==> src/rtl/osiris_pkg.sv <==
// -----------------------------------------------------------------------------
// osiris_pkg
// Shared definitions for the Osiris I pipeline hazard controller.
//   RESULT_SRC_LOAD : result-source encoding that marks a load in EX
//   FWD_*           : EX operand forwarding select encodings
//   hz_state_t      : memory-wait supervision FSM states
// -----------------------------------------------------------------------------
package osiris_pkg;

    localparam logic [1:0] RESULT_SRC_LOAD = 2'b01;

    // Operand select driven into the EX-stage operand muxes.
    localparam logic [1:0] FWD_REG = 2'b00;  // value read from register file
    localparam logic [1:0] FWD_WB  = 2'b01;  // value from MEM/WB register
    localparam logic [1:0] FWD_MEM = 2'b10;  // value from EX/MEM register

    typedef enum logic [1:0] {
        RUN   = 2'b00,  // normal flow, no memory wait outstanding
        WAIT  = 2'b01,  // data memory has been stalling the pipe
        ERROR = 2'b10   // memory timed out; pipe frozen until reset
    } hz_state_t;

endpackage : osiris_pkg

==> src/rtl/fwd_unit.sv <==
// -----------------------------------------------------------------------------
// fwd_unit
// Combinational forwarding select for one EX-stage source operand.
// Ports:
//   rs_addr_EX      in  source register address of the operand in EX
//   rd_MEM          in  destination register of the instruction in MEM
//   reg_write_MEM   in  MEM instruction writes the register file
//   rd_WB           in  destination register of the instruction in WB
//   reg_write_WB    in  WB instruction writes the register file
//   fwd_sel         out operand select (FWD_REG / FWD_MEM / FWD_WB)
// -----------------------------------------------------------------------------
module fwd_unit
    import osiris_pkg::*;
#(
    parameter int REG_WIDTH = 4
) (
    input  logic [REG_WIDTH-1:0] rs_addr_EX,
    input  logic [REG_WIDTH-1:0] rd_MEM,
    input  logic                 reg_write_MEM,
    input  logic [REG_WIDTH-1:0] rd_WB,
    input  logic                 reg_write_WB,
    output logic [1:0]           fwd_sel
);

    logic hit_mem;
    logic hit_wb;

    // x0 is hard-wired to zero, so a write to it must never be forwarded.
    assign hit_mem = reg_write_MEM && (rd_MEM != '0) && (rd_MEM == rs_addr_EX);
    assign hit_wb  = reg_write_WB  && (rd_WB  != '0) && (rd_WB  == rs_addr_EX);

    // MEM holds the younger result, so it wins when both stages match.
    always_comb begin
        // NOTE: combinational blocks assign a default first so every path
        // drives the output and no latch is inferred.
        fwd_sel = FWD_REG;
        if (hit_mem) begin
            fwd_sel = FWD_MEM;
        end else if (hit_wb) begin
            fwd_sel = FWD_WB;
        end
    end

endmodule : fwd_unit

==> src/rtl/hazard_ctrl.sv <==
// -----------------------------------------------------------------------------
// hazard_ctrl
// Pipeline hazard controller for the 5-stage Osiris I core. Produces EX operand
// forwarding selects, load-use stalls, branch/jump flushes and data-memory
// freezes, supervises memory waits with a timeout FSM and counts stalled cycles.
// Ports:
//   clk, rst                       core clock, asynchronous active-high reset
//   i_rs1Addr_ID / i_rs2Addr_ID    source registers of the instruction in ID
//   i_rs1Addr_EX / i_rs2Addr_EX    source registers of the instruction in EX
//   i_rd_EX, i_result_src_EX       destination and result source in EX
//   i_pc_src_EX                    branch taken / jump resolved in EX
//   i_rd_MEM, i_reg_write_MEM      destination and write enable in MEM
//   i_rd_WB,  i_reg_write_WB       destination and write enable in WB
//   i_mem_req_MEM, i_mem_ready     data-memory request and handshake
//   o_forward_a_EX/o_forward_b_EX  operand selects (00 regfile, 10 MEM, 01 WB)
//   o_stall_IF/ID/EX/MEM           hold PC / IF/ID / ID/EX / EX/MEM+MEM/WB
//   o_flush_ID / o_flush_EX        clear IF/ID / ID/EX registers
//   o_mem_err                      sticky memory timeout error
//   o_stall_cycles                 saturating count of cycles with PC held
// -----------------------------------------------------------------------------
module hazard_ctrl
    import osiris_pkg::*;
#(
    parameter int REG_WIDTH = 4,
    parameter int MAX_WAIT  = 16,
    parameter int CNT_WIDTH = 16
) (
    input  logic                 clk,
    input  logic                 rst,
    input  logic [REG_WIDTH-1:0] i_rs1Addr_ID,
    input  logic [REG_WIDTH-1:0] i_rs2Addr_ID,
    input  logic [REG_WIDTH-1:0] i_rs1Addr_EX,
    input  logic [REG_WIDTH-1:0] i_rs2Addr_EX,
    input  logic [REG_WIDTH-1:0] i_rd_EX,
    input  logic [1:0]           i_result_src_EX,
    input  logic                 i_pc_src_EX,
    input  logic [REG_WIDTH-1:0] i_rd_MEM,
    input  logic                 i_reg_write_MEM,
    input  logic [REG_WIDTH-1:0] i_rd_WB,
    input  logic                 i_reg_write_WB,
    input  logic                 i_mem_req_MEM,
    input  logic                 i_mem_ready,
    output logic [1:0]           o_forward_a_EX,
    output logic [1:0]           o_forward_b_EX,
    output logic                 o_stall_IF,
    output logic                 o_stall_ID,
    output logic                 o_stall_EX,
    output logic                 o_stall_MEM,
    output logic                 o_flush_ID,
    output logic                 o_flush_EX,
    output logic                 o_mem_err,
    output logic [CNT_WIDTH-1:0] o_stall_cycles
);

    // Wide enough to hold MAX_WAIT itself.
    localparam int WCW = $clog2(MAX_WAIT + 1);

    hz_state_t      state, state_nxt;
    logic [WCW-1:0] wait_cnt, wait_cnt_nxt;

    logic mw;  // data memory is holding the MEM stage this cycle
    logic lu;  // load in EX feeds a source operand of the instruction in ID

    // -------------------------------------------------------------------------
    // Operand forwarding
    // -------------------------------------------------------------------------
    fwd_unit #(.REG_WIDTH(REG_WIDTH)) u_fwd_a (
        .rs_addr_EX    (i_rs1Addr_EX),
        .rd_MEM        (i_rd_MEM),
        .reg_write_MEM (i_reg_write_MEM),
        .rd_WB         (i_rd_WB),
        .reg_write_WB  (i_reg_write_WB),
        .fwd_sel       (o_forward_a_EX)
    );

    fwd_unit #(.REG_WIDTH(REG_WIDTH)) u_fwd_b (
        .rs_addr_EX    (i_rs2Addr_EX),
        .rd_MEM        (i_rd_MEM),
        .reg_write_MEM (i_reg_write_MEM),
        .rd_WB         (i_rd_WB),
        .reg_write_WB  (i_reg_write_WB),
        .fwd_sel       (o_forward_b_EX)
    );

    // -------------------------------------------------------------------------
    // Hazard detection
    // -------------------------------------------------------------------------
    assign mw = i_mem_req_MEM && !i_mem_ready;

    assign lu = (i_result_src_EX == RESULT_SRC_LOAD) && (i_rd_EX != '0) &&
                ((i_rd_EX == i_rs1Addr_ID) || (i_rd_EX == i_rs2Addr_ID));

    // -------------------------------------------------------------------------
    // State register, wait counter and stall-cycle counter
    // -------------------------------------------------------------------------
    // NOTE: sequential state is written with non-blocking assignments so every
    // register samples pre-edge values regardless of statement order.
    always_ff @(posedge clk or posedge rst) begin
        if (rst) begin
            state          <= RUN;
            wait_cnt       <= '0;
            o_stall_cycles <= '0;
        end else begin
            state    <= state_nxt;
            wait_cnt <= wait_cnt_nxt;
            // Performance counter sticks at all-ones rather than wrapping.
            if (o_stall_IF && (o_stall_cycles != '1)) begin
                o_stall_cycles <= o_stall_cycles + CNT_WIDTH'(1);
            end
        end
    end

    assign o_mem_err = (state == ERROR);

    // -------------------------------------------------------------------------
    // Next state and pipeline control
    // Priority: ERROR > memory freeze > branch flush > load-use bubble.
    // -------------------------------------------------------------------------
    always_comb begin
        state_nxt    = state;
        wait_cnt_nxt = wait_cnt;
        o_stall_IF   = 1'b0;
        o_stall_ID   = 1'b0;
        o_stall_EX   = 1'b0;
        o_stall_MEM  = 1'b0;
        o_flush_ID   = 1'b0;
        o_flush_EX   = 1'b0;

        // The first waiting cycle is already frozen combinationally while in
        // RUN, so the count reaches MAX_WAIT on the MAX_WAIT+1-th wait cycle.
        unique case (state)
            RUN: begin
                if (mw) begin
                    state_nxt    = WAIT;
                    wait_cnt_nxt = WCW'(1);
                end
            end
            WAIT: begin
                if (!mw) begin
                    state_nxt    = RUN;
                    wait_cnt_nxt = '0;
                end else if (wait_cnt == WCW'(MAX_WAIT)) begin
                    state_nxt = ERROR;
                end else begin
                    wait_cnt_nxt = wait_cnt + WCW'(1);
                end
            end
            ERROR: begin
                state_nxt = ERROR;
            end
            default: begin
                state_nxt    = RUN;
                wait_cnt_nxt = '0;
            end
        endcase

        if (state == ERROR || mw) begin
            // Freeze the whole pipe. A resolved branch is held in EX and
            // performs its flush once the freeze lifts.
            o_stall_IF  = 1'b1;
            o_stall_ID  = 1'b1;
            o_stall_EX  = 1'b1;
            o_stall_MEM = 1'b1;
        end else if (i_pc_src_EX) begin
            // Wrong-path instructions in IF/ID and ID/EX are discarded; this
            // also removes any load-use consumer, so no bubble is needed.
            o_flush_ID = 1'b1;
            o_flush_EX = 1'b1;
        end else if (lu) begin
            // Hold the consumer in ID and inject one bubble into EX.
            o_stall_IF = 1'b1;
            o_stall_ID = 1'b1;
            o_flush_EX = 1'b1;
        end
    end

endmodule : hazard_ctrl

==> config.mk <==
export PLATFORM = sky130hd
export DESIGN_NAME = hazard_ctrl
export DESIGN_NICKNAME = d
export VERILOG_FILES = /design/src/rtl/osiris_pkg.sv /design/src/rtl/fwd_unit.sv /design/src/rtl/hazard_ctrl.sv
export SDC_FILE = /design/constraint.sdc
export NUM_CORES = 1
export LEC_CHECK = 0
export BUFFER_PORTS_ARGS = -buffer_cell sky130_fd_sc_hd__buf_4
export CAP_MARGIN = 40
export CELL_PAD_IN_SITES_DETAIL_PLACEMENT = 0
export CELL_PAD_IN_SITES_GLOBAL_PLACEMENT = 1
export CORE_UTILIZATION = 37
export DETAILED_ROUTE_END_ITERATION = 10
export GPL_TIMING_DRIVEN = 1
export PLACE_DENSITY = 0.95
export SETUP_SLACK_MARGIN = 0.15
export SYNTH_ARGS = -nofsm -noshare
export SYNTH_HDL_FRONTEND = slang
export SYNTH_SLANG_ARGS = --single-unit
==> constraint.sdc <==
create_clock -name clk -period 5.9 [get_ports clk]
set_clock_uncertainty 0.15 [all_clocks]
set_input_delay 0.59 -clock clk [delete_from_list [all_inputs] [get_ports clk]]
set_output_delay 0.59 -clock clk [all_outputs]
set_load 0.01 [all_outputs]
-- After elaboration in Yosys (flattened, before gate mapping)
Index checks and enable logic that the tools add are counted.
- multiplexer cells: 20
- equality and inequality tests: 14
- bitwise operators: 1
- reduce and logical (&&, ||, !) cells: 19
- $add $sub $neg: 2
- operator list (kind ; count):
    == test 4 bit ; 6
    adder 16 x 1 -> 16 bit (second input constant) ; 1
    inequality test 16 bit (second input constant) ; 1
    two-way mux 5 bit ; 3
    case mux 5 bit (3 select lines) ; 1
    nonzero test 4 bit ; 3
    logical AND 1 bit ; 10
    two-way mux 1 bit ; 10
    two-way mux 2 bit ; 5
    inequality test 3 bit (second input constant) ; 2
    case mux 2 bit (3 select lines) ; 1
    adder 5 x 1 -> 5 bit (second input constant) ; 1
    == test 5 bit (second input constant) ; 1
    == test 2 x 1 -> 1 bit (second input constant) ; 2
    AND reduction 3 bit ; 1
    == test 2 bit (second input constant) ; 1
    logical NOT 2 bit ; 1
    logical OR 1 bit ; 2
    inequality test 2 bit (second input constant) ; 1
    AND reduction 2 bit ; 1
    logical NOT 1 bit ; 1
    inverter 1 bit ; 1
- input port bits: 37
- output and inout bits: 27
- register bits: 23
- word-level logic and storage cells: 59

-- Logic depth before layout (Yosys ltp)
- depth after elaboration: 7
- gate-level depth with buffers: 7
- mapped depth without buffers: 7

-- Cells and area by module
From an unflattened synthesis, not the netlist that was laid out.
- cell total of the unflattened synthesis: 163
- area total of the unflattened synthesis: 1571.5 um^2
- modules (own cells, without submodules) (module ; times used ; area each (um^2) ; cells an instance ; sequential area each (um^2)):
    hazard_ctrl ; 1 ; 1301.2 ; 127 ; 575.6
    fwd_unit ; 2 ; 135.1 ; 18 ; 0.0

-- Least setup slack after synthesis
Ideal clock, no wire load.
- kind: input port to output port
- start point: input i_rd_EX[1]
- end point: output o_stall_IF
- cell stages on the path: 5
- data arrival time: 1.870 ns
- path buffers: 1
- required time: 5.160 ns
- path slack: 3.290 ns
- cells stage by stage: xor2_1 > nor4_2 > a41oi_2 > o31ai_1 > buf_4
- longest elaborated chain between the ends: 6
- elaborated cells on any way between the ends: 9
- classes of those cells: eq/ne: 2; mux: 3; reduce/logical: 4
- ends and longest elaborated chain (element ; RTL line ; text):
    start: declaration ; hazard_ctrl.sv:34 ; input logic [REG_WIDTH-1:0] i_rd_EX,
    == test 4 bit / nonzero test 4 bit (equally long branches) ; hazard_ctrl.sv:91, hazard_ctrl.sv:90 ;
    logical OR 1 bit / logical AND 1 bit (equally long branches) ; hazard_ctrl.sv:91, hazard_ctrl.sv:90 ;
    logical AND 1 bit * ; hazard_ctrl.sv:90 ; assign lu = (i_result_src_EX == RESULT_SRC_LOAD) && (i_rd_EX != '0) &&
    two-way mux 1 bit * (3 in series) ; -- ;
    end: declaration ; hazard_ctrl.sv:45 ; output logic o_stall_IF,
Every way passes the cells marked *; elsewhere a longest branch is shown, timed or not.

-- Final worst setup path
- start point: input i_rd_EX[1]
- end point: output o_stall_IF
- longest elaborated chain between the ends: 6
- elaborated cells on any way between the ends: 9
- classes of those cells: eq/ne: 2; mux: 3; reduce/logical: 4
- ends and longest elaborated chain (element ; RTL line ; text):
    == test 4 bit / nonzero test 4 bit (equally long branches) ; hazard_ctrl.sv:91, hazard_ctrl.sv:90 ;
    logical OR 1 bit / logical AND 1 bit (equally long branches) ; hazard_ctrl.sv:91, hazard_ctrl.sv:90 ;
    logical AND 1 bit * ; hazard_ctrl.sv:90 ;
    two-way mux 1 bit * ; hazard_ctrl.sv:169 ; end else if (lu) begin
    two-way mux 1 bit * ; hazard_ctrl.sv:164 ; end else if (i_pc_src_EX) begin
    two-way mux 1 bit * ; hazard_ctrl.sv:157 ; if (state == ERROR || mw) begin
Marks and branches as above.

==> key figures <==
STA
  • Final setup margin: 3.15 ns
  • Unrepaired setup endpoints after global routing: false
  • Slew HR: between 50% and 60%
  • Final hold vios: 0
  • Final setup TNS: 0 ns
  • Final setup vio count: 0
  • Slew @ Worst Pin: 0.621 ns
  • FMAX: between 0.3 and 0.4 GHz
  • Final period util: 46.6%
  • Slew Limit Fails: 0
  • Clock period minus worst slack: between 2 and 3 ns

Clock tree
  • CTS resizes: 0
  • CTS sink cnt: 23
  • Post-CTS Setup Inserts: 0
  • CTS tree: done
  • CTS Hold Bufs: 0
  • Num CTS Buffers: 3
  • H-tree levels: 1
  • CTS Root Cell: clkbuf_8
  • Clock-pin slew on the worst setup and hold paths: ~0.08 ns
  • Later-pin clock latency in the skew report: ~0.26 ns
  • Maximum clock path buffer count: 2

Yosys
  • Post-synth EDFFs: 0
  • Synth Warn #: 0
  • Post-synth top flop: dfrtp_1
  • Syn Area/Cell: between 9 and 10 µm²
  • Post-synthesis net count: between 150 and 200
  • FF+latch count, synth: 23
  • Cells after synthesis: between 150 and 200
  • Fraction of registers with async set/reset: 100%
  • Distinct cells, synth: 31
  • Sequential share of the synthesized area: between 30% and 40%
  • Mapped Area: between 0.001 and 0.0015 mm²

Setup path
  • Worst setup SP type: input pin
  • CP Data Required Time: about 5.2 ns
  • CP arrival: ~2 ns
  • Top cell by count, worst path: buf_4
  • Top delay family on crit path: compound AO/OA/AOI/OAI gates
  • Slowest-stage cell, CP: o31ai_1
  • Slowest stage delay, CP: roughly 0.52 ns
  • Crit path capture type: primary output
  • Critical setup path kind: input pin to primary output
  • Critical path fanouts, max: 4
  • CP bufs+invs: 2
  • Crit-path cells: buf_4 > xor2_1 > nor4_2 > a41oi_2 > o31ai_1 > buf_4

GRT
  • First-pass GRT wire length: between 5000 and 6000 µm
  • Pin count of the biggest net entering global routing: 19
  • Met3 Use GR: between 3 and 4%
  • M2 GR Usage: a little over a quarter
  • GR peak layer: met2
  • M1 GR Usage: 19.7%
  • Vias in the first global route: 1145
  • GRT Residual Overflow: 0
  • Initial antenna violation count: 0
  • Tot GR Track Use: 15.7%

Floorplan
  • Rows: 22
  • Die width: 65.6 µm
  • Core area: between 0.003 and 0.004 mm²
  • Starting density of the core: roughly two fifths
  • IO Pins: between 60 and 70
  • Die height: about 66 µm
  • Die area: approximately 0.0043 mm²

Finish
  • Seq. cell area: between 500 and 600 µm²
  • Fill cells: around 350
  • # diodes: 0
  • Commonest non-fill, non-tap cell in the layout: buf_4
  • Most frequent cells in the layout: 63 x buf_4, 34 x xnor2_1, 23 x dfrtp_1
  • Final #Nets: 255
  • P&R area growth vs syn: 37.8%
  • Share of layout cells above drive strength 1: about a third
  • Area of the multi-input gates: roughly 860 µm²

Placed design
  • Routability-driven placement congestion ratio: 0.787
  • Final HPWL from detailed placement: between 2000 and 3000 µm
  • Port Buffers: 63
  • Dpl ws: between 3 and 4 ns

Power
  • Comb power frac: roughly 30%
  • Switching share of power: between 30% and 40%
  • VDD IR-drop max: approximately 0.078 mV
  • Clk pwr share: about 23%
  • LEAKAGE: between 0.9 and 1 nW
  • Pwr per Cell Area: roughly 200 mW/mm²
  • Seq pwr share: 47.6%
  • P_sw: between 100 and 150 µW
  • Total Power: around 420 µW
  • Internal: between 200 and 300 µW

Route
  • Vias per Instance: roughly 5.0
  • DRC viols: 0
  • Via count: 1310
  • Antenna viol nets, final: 0
  • Drt pass-1 iters: 4
  • DR WL/cell: 12.7 µm
  • Drt first-iter violations: between 40 and 50
  • WL final: 3340 µm

Job
  • Max Cap Viol: 0

Run status
  • Status: finished, final reports clean

Worst hold path
  • Worst hold-check path type: input pin to async pin
## kinds of logic (layout without fill, tap and decap cells)
group / count (synthesis) / in the layout / synth area share, %
XOR/XNOR: 39 / 39 / 22.8
multiplexers: 1 / 1 / 0.753
buffers and inverters: 10 / 73 / 4.02
AND/OR/NAND/NOR: 58 / 58 / 22.2
adder cells (fa/ha/maj): 3 / 3 / 2.51
AO/OA/AOI/OAI: 17 / 17 / 9.21
flip-flops: 23 / 23 / 38.5
## through the flow
stage	area [µm²]	utilization (%)	hold WS (ns)	instances
after global routing	2060	54.6	0.148	262
after global placement	1990	52.7	0.330	257
final	2060	54.6	0.127	262
after CTS	2060	54.6	0.125	262
after floorplan	1500	-	0.298	151
after detailed placement	2010	53.4	0.321	258
## path summary, 6_finish.rpt
path / startpoint / endpoint / slack [ns] / cells after the start
max: i_rd_EX[1] / o_stall_IF / 3.15 / 6
min: rst / wait_cnt[0]$_DFFE_PP0P_ / 0.13 / 2
max reg2reg: o_stall_cycles[3]$_DFFE_PP0P_ / o_stall_cycles[1]$_DFFE_PP0P_ / 3.65 / 5
min reg2reg: wait_cnt[4]$_DFFE_PP0P_ / wait_cnt[4]$_DFFE_PP0P_ / 0.33 / 1
max in group asynchronous: rst / o_stall_cycles[12]$_DFFE_PP0P_ / 5.08 / 3
min in group clk: wait_cnt[4]$_DFFE_PP0P_ / wait_cnt[4]$_DFFE_PP0P_ / 0.33 / 1
## state kept, by name, indices dropped and copies added, names as in the netlist
name            flops
wait_cnt            5
o_stall_cycles     16
state               2
## cell type report
type                            count  share of cell area [%]
Multi-Input combinational cell    118                    41.7
Sequential cell                    23                    27.9
Timing Repair Buffer               64                    24.3
Tap cell                           48                    2.91
Clock buffer                        3                    2.00
Inverter                            5                   0.911
Clock inverter                      1                   0.243
## per-layer routing
layer  wire length, µm  up-vias
met5                 0        -
met4                27        0
met3               133        2
met2              1650       39
met1              1520      612
li1                  -      657
## cells in the mapped netlist (4+ instances only)
library cell  instances  area (µm²)
and2_1                4        25.0
and3_1                6        37.5
buf_4                 4        30.0
dfrtp_1              23         576
inv_1                 5        18.8
nand2_1               8        30.0
nand3_1               4        20.0
nand4_1              13        81.3
nor2_1                9        33.8
o21ai_0               6        30.0
xnor2_1              34         298
xor2_1                5        43.8
## power groups by stage
stage / registers, mW / clock network, mW / logic, mW
after detailed placement: 0.203 / 0 / 0.124
after CTS: 0.199 / 0.101 / 0.125
after floorplan: 0.203 / 0 / 0.0564
after global routing: 0.202 / 0.106 / 0.134
final: 0.199 / 0.0953 / 0.124
after global placement: 0.201 / 0 / 0.120
No activity file was read; power rests on OpenSTA's default activity.
